===== src/rtl/vga_sync_decoder.sv =====
`default_nettype none
// ============================================================================
// vga_sync_decoder : locks onto raw hsync/vsync, regenerates pixel coordinates
// Revision 1.0 : initial release
// ============================================================================
module vga_sync_decoder #(
  parameter int   H_ACTIVE    = 640,
  parameter int   H_BACK      = 48,
  parameter int   V_ACTIVE    = 480,
  parameter int   V_BACK      = 33,
  parameter logic HSYNC_POL   = 1'b0,
  parameter logic VSYNC_POL   = 1'b0,
  parameter int   LOCK_FRAMES = 2
) (
  input  logic        clk,
  input  logic        reset_n,
  input  logic        hsync,
  input  logic        vsync,
  output logic [9:0]  pixel_x,
  output logic [9:0]  pixel_y,
  output logic        video_on,
  output logic        frame_start,
  output logic        locked,
  output logic [10:0] line_len,
  output logic [10:0] frame_lines
);

  localparam logic [10:0] c_cnt_max     = 11'h7FF;
  localparam logic [10:0] c_h_start     = 11'(H_BACK);
  localparam logic [10:0] c_h_end       = 11'(H_BACK + H_ACTIVE);
  localparam logic [10:0] c_v_start     = 11'(V_BACK);
  localparam logic [10:0] c_v_end       = 11'(V_BACK + V_ACTIVE);
  localparam logic [4:0]  c_lock_frames = 5'(LOCK_FRAMES);

  typedef enum logic [1:0] {
    S_SEARCH  = 2'd0,
    S_MEASURE = 2'd1,
    S_LOCKED  = 2'd2
  } state_t;

  state_t      r_state;
  state_t      w_state_nxt;
  logic        r_hs_q;
  logic        r_vs_q;
  logic        r_vs_pend;
  logic [10:0] r_h_cnt;
  logic [10:0] r_v_cnt;
  logic [10:0] r_line_len;
  logic [10:0] r_frame_lines;
  logic [10:0] r_line_ref;
  logic        r_ref_vld;
  logic [10:0] r_frame_ref;
  logic [3:0]  r_match_cnt;
  logic        r_locked;
  logic [9:0]  r_pixel_x;
  logic [9:0]  r_pixel_y;
  logic        r_video_on;
  logic        r_frame_start;

  logic [10:0] w_line_ref_nxt;
  logic        w_ref_vld_nxt;
  logic [10:0] w_frame_ref_nxt;
  logic [3:0]  w_match_nxt;

  logic        w_hte;
  logic        w_vte;
  logic        w_fc;
  logic        w_hsat;
  logic [10:0] w_len;
  logic [10:0] w_frame;
  logic [4:0]  w_match_inc;
  logic        w_h_act;
  logic        w_v_act;
  logic        w_von;
  logic [9:0]  w_px;
  logic [9:0]  w_py;

  assign w_hte       = (r_hs_q == HSYNC_POL) && (hsync != HSYNC_POL);
  assign w_vte       = (r_vs_q == VSYNC_POL) && (vsync != VSYNC_POL);
  // A vsync trailing edge coinciding with the hte is consumed immediately.
  assign w_fc        = w_hte && (r_vs_pend || w_vte);
  assign w_hsat      = (r_h_cnt == c_cnt_max);
  assign w_len       = r_h_cnt + 11'd1;
  assign w_frame     = r_v_cnt + 11'd1;
  assign w_match_inc = {1'b0, r_match_cnt} + 5'd1;

  always_ff @(posedge clk or negedge reset_n) begin
    if (!reset_n) begin
      r_hs_q        <= 1'b0;
      r_vs_q        <= 1'b0;
      r_vs_pend     <= 1'b0;
      r_h_cnt       <= '0;
      r_v_cnt       <= '0;
      r_line_len    <= '0;
      r_frame_lines <= '0;
    end else begin
      r_hs_q <= hsync;
      r_vs_q <= vsync;
      if (w_hte) begin
        r_h_cnt    <= '0;
        r_line_len <= w_len;
      end else if (!w_hsat) begin
        r_h_cnt <= r_h_cnt + 11'd1;
      end
      if (w_fc) begin
        r_frame_lines <= w_frame;
        r_v_cnt       <= '0;
        r_vs_pend     <= 1'b0;
      end else begin
        if (w_hte && (r_v_cnt != c_cnt_max)) begin
          r_v_cnt <= r_v_cnt + 11'd1;
        end
        if (w_vte) begin
          r_vs_pend <= 1'b1;
        end
      end
    end
  end

  always_ff @(posedge clk or negedge reset_n) begin
    if (!reset_n) begin
      r_state     <= S_SEARCH;
      r_line_ref  <= '0;
      r_ref_vld   <= 1'b0;
      r_frame_ref <= '0;
      r_match_cnt <= '0;
      r_locked    <= 1'b0;
    end else begin
      r_state     <= w_state_nxt;
      r_line_ref  <= w_line_ref_nxt;
      r_ref_vld   <= w_ref_vld_nxt;
      r_frame_ref <= w_frame_ref_nxt;
      r_match_cnt <= w_match_nxt;
      r_locked    <= (w_state_nxt == S_LOCKED);
    end
  end

  always_comb begin
    w_state_nxt     = r_state;
    w_line_ref_nxt  = r_line_ref;
    w_ref_vld_nxt   = r_ref_vld;
    w_frame_ref_nxt = r_frame_ref;
    w_match_nxt     = r_match_cnt;
    case (r_state)
      S_SEARCH: begin
        if (w_fc) begin
          w_state_nxt    = S_MEASURE;
          w_match_nxt    = '0;
          w_line_ref_nxt = '0;
          w_ref_vld_nxt  = 1'b0;
        end
      end
      S_MEASURE: begin
        if (w_hsat || (w_hte && r_ref_vld && (w_len != r_line_ref))) begin
          w_state_nxt = S_SEARCH;
        end else begin
          if (w_hte && !r_ref_vld) begin
            w_line_ref_nxt = w_len;
            w_ref_vld_nxt  = 1'b1;
          end
          if (w_fc) begin
            if ((r_match_cnt == 4'd0) || (w_frame == r_frame_ref)) begin
              w_frame_ref_nxt = w_frame;
              w_match_nxt     = w_match_inc[3:0];
              if (w_match_inc >= c_lock_frames) begin
                w_state_nxt = S_LOCKED;
              end
            end else begin
              w_state_nxt = S_SEARCH;
            end
          end
        end
      end
      S_LOCKED: begin
        if (w_hsat || (w_hte && (w_len != r_line_ref)) ||
            (w_fc && (w_frame != r_frame_ref))) begin
          w_state_nxt = S_SEARCH;
        end
      end
      default: w_state_nxt = S_SEARCH;
    endcase
  end

  // Offsets are formed at counter width; only the in-window value is kept.
  assign w_h_act = (r_h_cnt >= c_h_start) && (r_h_cnt < c_h_end);
  assign w_v_act = (r_v_cnt >= c_v_start) && (r_v_cnt < c_v_end);
  assign w_von   = w_h_act && w_v_act && (r_state == S_LOCKED);
  assign w_px    = 10'(r_h_cnt - c_h_start);
  assign w_py    = 10'(r_v_cnt - c_v_start);

  always_ff @(posedge clk or negedge reset_n) begin
    if (!reset_n) begin
      r_pixel_x     <= '0;
      r_pixel_y     <= '0;
      r_video_on    <= 1'b0;
      r_frame_start <= 1'b0;
    end else begin
      r_video_on    <= w_von;
      r_pixel_x     <= w_von ? w_px : 10'd0;
      r_pixel_y     <= w_von ? w_py : 10'd0;
      r_frame_start <= (r_state == S_LOCKED) && (r_h_cnt == c_h_start) &&
                       (r_v_cnt == c_v_start);
    end
  end

  assign pixel_x     = r_pixel_x;
  assign pixel_y     = r_pixel_y;
  assign video_on    = r_video_on;
  assign frame_start = r_frame_start;
  assign locked      = r_locked;
  assign line_len    = r_line_len;
  assign frame_lines = r_frame_lines;

endmodule
`default_nettype wire


===== config.mk =====
export PLATFORM = sky130hd
export DESIGN_NAME = vga_sync_decoder
export DESIGN_NICKNAME = d
export VERILOG_FILES = /design/src/rtl/vga_sync_decoder.sv
export SDC_FILE = /design/constraint.sdc
export NUM_CORES = 1
export LEC_CHECK = 0
export ABC_AREA = 1
export CORE_ASPECT_RATIO = 1.1
export CORE_MARGIN = 2
export CORE_UTILIZATION = 53
export CTS_BUF_LIST = sky130_fd_sc_hd__clkbuf_4 sky130_fd_sc_hd__clkbuf_8
export CTS_CLUSTER_SIZE = 16
export DETAILED_ROUTE_END_ITERATION = 7
export PLACE_DENSITY = 0.71
export SETUP_SLACK_MARGIN = 0.3
export SYNTH_ARGS = -nofsm -noshare
export SYNTH_HDL_FRONTEND = slang
export SYNTH_SLANG_ARGS = --single-unit

===== constraint.sdc =====
create_clock -name clk -period 5.4 [get_ports clk]
set_clock_uncertainty 0.2 [all_clocks]
set_input_delay 0.54 -clock clk [delete_from_list [all_inputs] [get_ports clk]]
set_output_delay 0.54 -clock clk [all_outputs]
set_load 0.005 [all_outputs]

== Word level (Yosys, flattened, before mapping) ==
Index checks and enable logic that the tools add are counted.

* Register bits: 99
* Bits of input ports: 4
* Output and inout bits: 45
* Word-level logic and storage cells: 103

* $add $sub $neg: 5
* $lt $le $gt $ge: 5
* Equality and inequality tests: 16
* Mux-type cells: 28
* Bitwise gates (word level): 3
* Reductions and logical operators: 29

{| class="wikitable"
|+ Operators with widths
! operator !! number
|-
| 2-to-1 mux 11 bit || 7
|-
| adder 11 x 1 -> 11 bit (second input constant) || 2
|-
| == test 11 x 6 -> 1 bit (second input constant) || 2
|-
| greater-or-equal comparator 11 x 6 -> 1 bit (second input constant) || 2
|-
| < comparator 11 x 10 -> 1 bit (second input constant) || 2
|-
| inequality test 11 bit || 2
|-
| one-hot mux 11 bit (2 select lines) || 1
|-
| 2-to-1 mux 10 bit || 2
|-
| subtractor 10 x 6 -> 10 bit (second input constant) || 2
|-
| 2-to-1 mux 4 bit || 4
|-
| logical AND 1 bit || 15
|-
| 2-to-1 mux 2 bit || 6
|-
| inequality test 2 bit (second input constant) || 6
|-
| == test 11 bit || 1
|-
| == test 11 bit (second input constant) || 1
|-
| inequality test 11 bit (second input constant) || 1
|-
| one-hot mux 4 bit (2 select lines) || 1
|-
| AND reduction 4 bit || 2
|-
| one-hot mux 2 bit (3 select lines) || 1
|-
| nonzero test 2 bit || 3
|-
| adder 4 x 1 -> 5 bit (second input constant) || 1
|-
| greater-or-equal comparator 5 x 2 -> 1 bit (second input constant) || 1
|-
| logical OR 1 bit || 5
|-
| 2-to-1 mux 1 bit || 5
|-
| other kinds (8) || 11
|}

== Depth between registers and ports, before layout ==
* Word-level depth: 9
* Mapped depth: 19
* Gate-level depth less buffers: 18

== Worst setup path after synthesis ==
OpenSTA, ideal clock, no wires.

* Path type: register -> register
* Start point: reg r_h_cnt[0]
* End point: reg r_line_ref[4]
* Library setup time: 117 ps
* Arrival time: 1955 ps
* Data required time: 5083 ps
* Setup slack: 3128 ps
* Stages on the path, launching flop included: 16
* Path buffers: 1
* Period minus slack after synthesis: 2272 ps
* Path through: dfrtp_1 -> inv_2 -> ha_1 -> xnor2_1 -> nand2_1 -> nor2_1 -> nand2_1 -> nor2_1 -> nand3_1 -> o21bai_2 -> nand2_2 -> nand2_4 -> nand2_2 -> buf_6 -> nand2_1 -> nand2_1

* Word-level cells in the longest chain between the ends: 6
* Elaborated cells on any way between the ends: 10
* Those cells by class: add/sub (1); eq/ne (3); mux (3); reduce/logical (3)

{| class="wikitable"
|+ RTL lines
! what !! line !! source
|-
| start: declaration || 46 || <nowiki>logic [10:0] r_h_cnt;</nowiki>
|-
| start signal: assignment || 103 || <nowiki>r_h_cnt <= r_h_cnt + 11'd1;</nowiki>
|-
| adder 11 x 1 -> 11 bit || 83 || <nowiki>assign w_len = r_h_cnt + 11'd1;</nowiki>
|-
| via w_len[0] || 69 || <nowiki>logic [10:0] w_len;</nowiki>
|-
| inequality test 11 bit || 154 || <nowiki>if (w_hsat || (w_hte && r_ref_vld && (w_len != r_line_ref))) begin</nowiki>
|-
| logical AND 1 bit || 154 ||
|-
| logical OR 1 bit || 154 ||
|-
| inequality test 2 bit (no source line) || -- ||
|-
| AND reduction 4 bit (no source line) || -- ||
|-
| end signal: assignment || 130 || <nowiki>r_line_ref <= w_line_ref_nxt;</nowiki>
|-
| end: declaration || 50 || <nowiki>logic [10:0] r_line_ref;</nowiki>
|}

The timed path passes the listed nets, and every way through them passes these cells. The select of a mux whose other input is x is not followed.
A chain may end at the register's enable or synchronous reset.

== Final worst setup path ==
* Start point: in hsync
* End point: reg r_frame_ref[0]

* Word-level cells in the longest chain between the ends: 6
* Elaborated cells on any way between the ends: 7
* Those cells by class: bitwise (1); reduce/logical (6)

{| class="wikitable"
|+ RTL lines
! what !! line !! source
|-
| start: declaration || 17 || <nowiki>input logic hsync,</nowiki>
|-
| logical AND 1 bit (*) || 78 || <nowiki>assign w_hte = (r_hs_q == HSYNC_POL) && (hsync != HSYNC_POL);</nowiki>
|-
| logical AND 1 bit (2 in series) || 154 ||
|-
| logical OR 1 bit || 154 ||
|-
| inverter 1 bit (no source line) || -- ||
|-
| AND reduction 4 bit (no source line) (*) || -- ||
|-
| end signal: assignment || 132 || <nowiki>r_frame_ref <= w_frame_ref_nxt;</nowiki>
|-
| end: declaration || 52 || <nowiki>logic [10:0] r_frame_ref;</nowiki>
|}

Every way passes the cells marked *; elsewhere a longest branch is shown, timed or not.

==> key figures <==
Cells and area
  – Filler cells: 884
  – Fin nets: 689
  – Syn-to-layout area delta: 15.25%
  – Antenna diode count: 0
  – Share of cells above drive strength 1: 6.608%

Timing
  – Min Tclk post-route: 3.473 ns
  – Slew Viols, Final: 0
  – Setup-failing EPs final: 0
  – Hold slack: 0.2877 ns
  – Setup TNS: 0 ns
  – RSZ-0062 raised after global routing: no
  – Relative slew slack: 46.94%
  – Fmax: 288.0 MHz
  – Fin crit share: 64.31%
  – Slew of the pin with the lowest slew margin: 0.7960 ns
  – Hold Violations, Final: 0

Worst setup path
  – Worst reg2reg path depth: 11
  – Slowest-stage cell, CP: clkinv_1
  – Critical path required time: 5.47 ns
  – Max FO, Critical Path: 27
  – Crit-path max cell delay: 0.55 ns
  – CP Capture Type: register
  – Worst path cell trace: clkdlybuf4s50_1 > inv_1 > nor2_2 > clkinv_1 > buf_4 > nor2_2 > clkinv_1 > nor2_1 > nand2_1 > clkinv_2 > nand2_2 > nand2_1 > nand2_1
  – CP most frequent cell: nand2_1
  – Arrival time of the worst setup path: 3.54 ns
  – Kind of critical path: primary input to register
  – Crit path launch type: primary input

CTS
  – Clock root buffer: clkbuf_8
  – H-tree levels: 3
  – Clk_lat worst skew: 0.38 ns
  – CTS Sinks: 99
  – Reg clk slew, reported paths: 0.09 ns
  – Clk buf depth: 2
  – Cts bufs inserted: 9
  – CTS tree: done

Synthesis
  – Area contributors post-synth: dfrtp_1 (49%), nand2_1 (14%), nand3_1 (5.8%), nor2_1 (4.9%), inv_1 (4.6%)
  – Netlist Area Pre-Place: 5029 um^2
  – Synth Area per Inst: 7.969 um^2
  – Netlist cell types: 42
  – Yosys top cell area share: 49.27%
  – Mapped Nets: 644
  – Yosys top cell by area: dfrtp_1
  – Synth Instances: 631
  – Seq cells post-synth: 99
  – Seq/Total Area, Yosys: 49.27%
  – YS warnings: 0

Die
  – Initial Util: 54.04%
  – I/O pins: 49
  – Die X: 96.87 um
  – Die area: 10280 um^2
  – Die height: 106.2 um
  – Core Area: 9305 um^2
  – Cell Rows: 37

Global routing
  – Pin count of the biggest net entering global routing: 65
  – Remaining Overflow, GRT: 0
  – Vias in the first global route: 3988
  – Global-route wire length before repair: 19050 um
  – Antenna violations before repair: 0
  – Gr usage total: 23.04%

Placed design
  – Final Wtd Congestion: 0.8468
  – I/O Buffers: 48
  – HPWL Detailed: 8174 um

Route
  – Post-DRT Antenna Nets: 0
  – Iter 0 DRT Violations: 294
  – Total Wirelength: 11100 um
  – DRT Pass-1 Iters: 6
  – Vias per cell: 5.322
  – # DRC: 0
  – Via Count: 4247
  – WL/cell: 13.90 um

Run
  – Max-Cap Viols: 0

Hold path
  – Hold Path Depth: 2
  – Hold WC Path Type: register to register

Pwr
  – Overall power: 1.861 mW
  – Leakage: 2.874 nW
  – Maximum vdd drop: 0.1650 mV
  – Power per cell area: 321.2 nW/um^2

Outcome
  – Status: finished clean
metrics by stage:
step / setup slack, ns / util, % / std cells / instance area, um^2
floorplan: 3.128 / - / 631 / 5029
finish: 1.927 / 62.28 / 798 / 5796
CTS: 1.935 / 62.28 / 798 / 5796
global placement: 1.635 / 59.93 / 781 / 5577
detailed placement: 1.535 / 59.93 / 781 / 5577
global route: 1.459 / 62.28 / 798 / 5796
cells by family after synthesis:
logic type                 count (synthesis)  synth area share [%]
xor gates and xnor gates                  19                 3.309
DFF                                       99                 49.27
adders and majority gates                  9                 2.239
AOI/OAI and AO/OA                         62                 7.191
and+or+nand+nor                          357                 31.00
buffers and inverters                     85                 6.991
report_power, final:
part	switching (mW)	internal, mW	leakage (nW)	total, mW
Sequential	0.0740	0.824	1.35	0.898
Combinational	0.287	0.177	1.43	0.463
Clock	0.269	0.231	0.0995	0.500
flip-flops by register name, summed over array words and instances, names as in the netlist, 4 cells and up:
| name | cells |
|---|---|
| r_frame_ref | 11 |
| r_match_cnt | 4 |
| line_len | 11 |
| r_line_ref | 11 |
| frame_lines | 11 |
| pixel_y | 10 |
| r_h_cnt | 11 |
| pixel_x | 10 |
| r_v_cnt | 11 |
final cells by class:
class                      count  area [um^2]  area share (%)
tap                          117        146.4           2.526
multi-input combinational    447         2200           37.95
sequential                    99         2477           42.75
timing repair buffer          52        510.5           8.808
inverter                      67        252.7           4.361
clock buffer                  10        137.6           2.375
clock inverter                 6        71.32           1.231
cell usage after synthesis, drive strengths merged:
master,n
nand2,199
dfrtp,99
nor2,73
inv,64
nand3,61
o21ai,36
xor2,17
clkbuf,10
nand3b,10
ha,9
a21oi,8
buf,8
nand4,5
o22ai,5
o32ai,5
nor3,4
clkinv,3
a31oi,2
nor4,2
o21bai,2
xnor2,2
a2111oi,1
and3,1
nor3b,1
o211ai,1
o21a,1
o31ai,1
or4,1
cells in the final DEF (no fill, tap or decap), types with 2 or more instances in the layout:
cell             count
nand2_1            190
dfrtp_1             99
nor2_1              66
inv_1               61
nand3_1             58
clkdlybuf4s50_1     47
o21ai_0             33
xor2_1              17
nand3b_1            10
clkbuf_8            10
ha_1                 9
a21oi_1              8
nand2_2              8
nor2_2               6
nand4_1              5
o22ai_1              5
o32ai_1              5
nor3_1               4
buf_4                4
inv_2                3
clkinv_1             2
a31oi_1              2
nand3_2              2
xnor2_1              2
nor4_1               2
o21ai_1              2
inv_6                2
clkinvlp_4           2
worst max-delay path: cells and delay by family:
| kind | cells | cell delay, ns |
|---|---|---|
| buf+inv | 6 | 1.61 |
| simple gates | 7 | 1.38 |
routing by layer:
metal	vias to the layer above	wire, um	global-route usage [%]
met5	-	0	0
met4	0	237	10.56
met3	20	604	3.287
met2	132	4982	34.72
met1	1994	5271	33.23
li1	2101	-	-
final timing paths:
| kind | startpoint | endpoint | slack [ns] |
|---|---|---|---|
| max | hsync | r_frame_ref[0]$_DFFE_PN0P_ | 1.93 |
| min | frame_lines[9]$_DFFE_PN0P_ | frame_lines[9]$_DFFE_PN0P_ | 0.29 |
| max reg2reg | r_hs_q$_DFF_PN0_ | r_frame_ref[0]$_DFFE_PN0P_ | 2.19 |
| min reg2reg | frame_lines[9]$_DFFE_PN0P_ | frame_lines[9]$_DFFE_PN0P_ | 0.29 |
| max in group asynchronous | reset_n | r_frame_ref[1]$_DFFE_PN0P_ | 3.41 |
| min in group asynchronous | reset_n | pixel_x[8]$_DFF_PN0_ | 0.44 |
timing repair:
action,CTS,global route
hold endpoints to repair,35,0
resized for setup,0,0
hold buffers,1,0
setup buffers,0,0
Note: power is estimated with default switching activity, not from simulation.
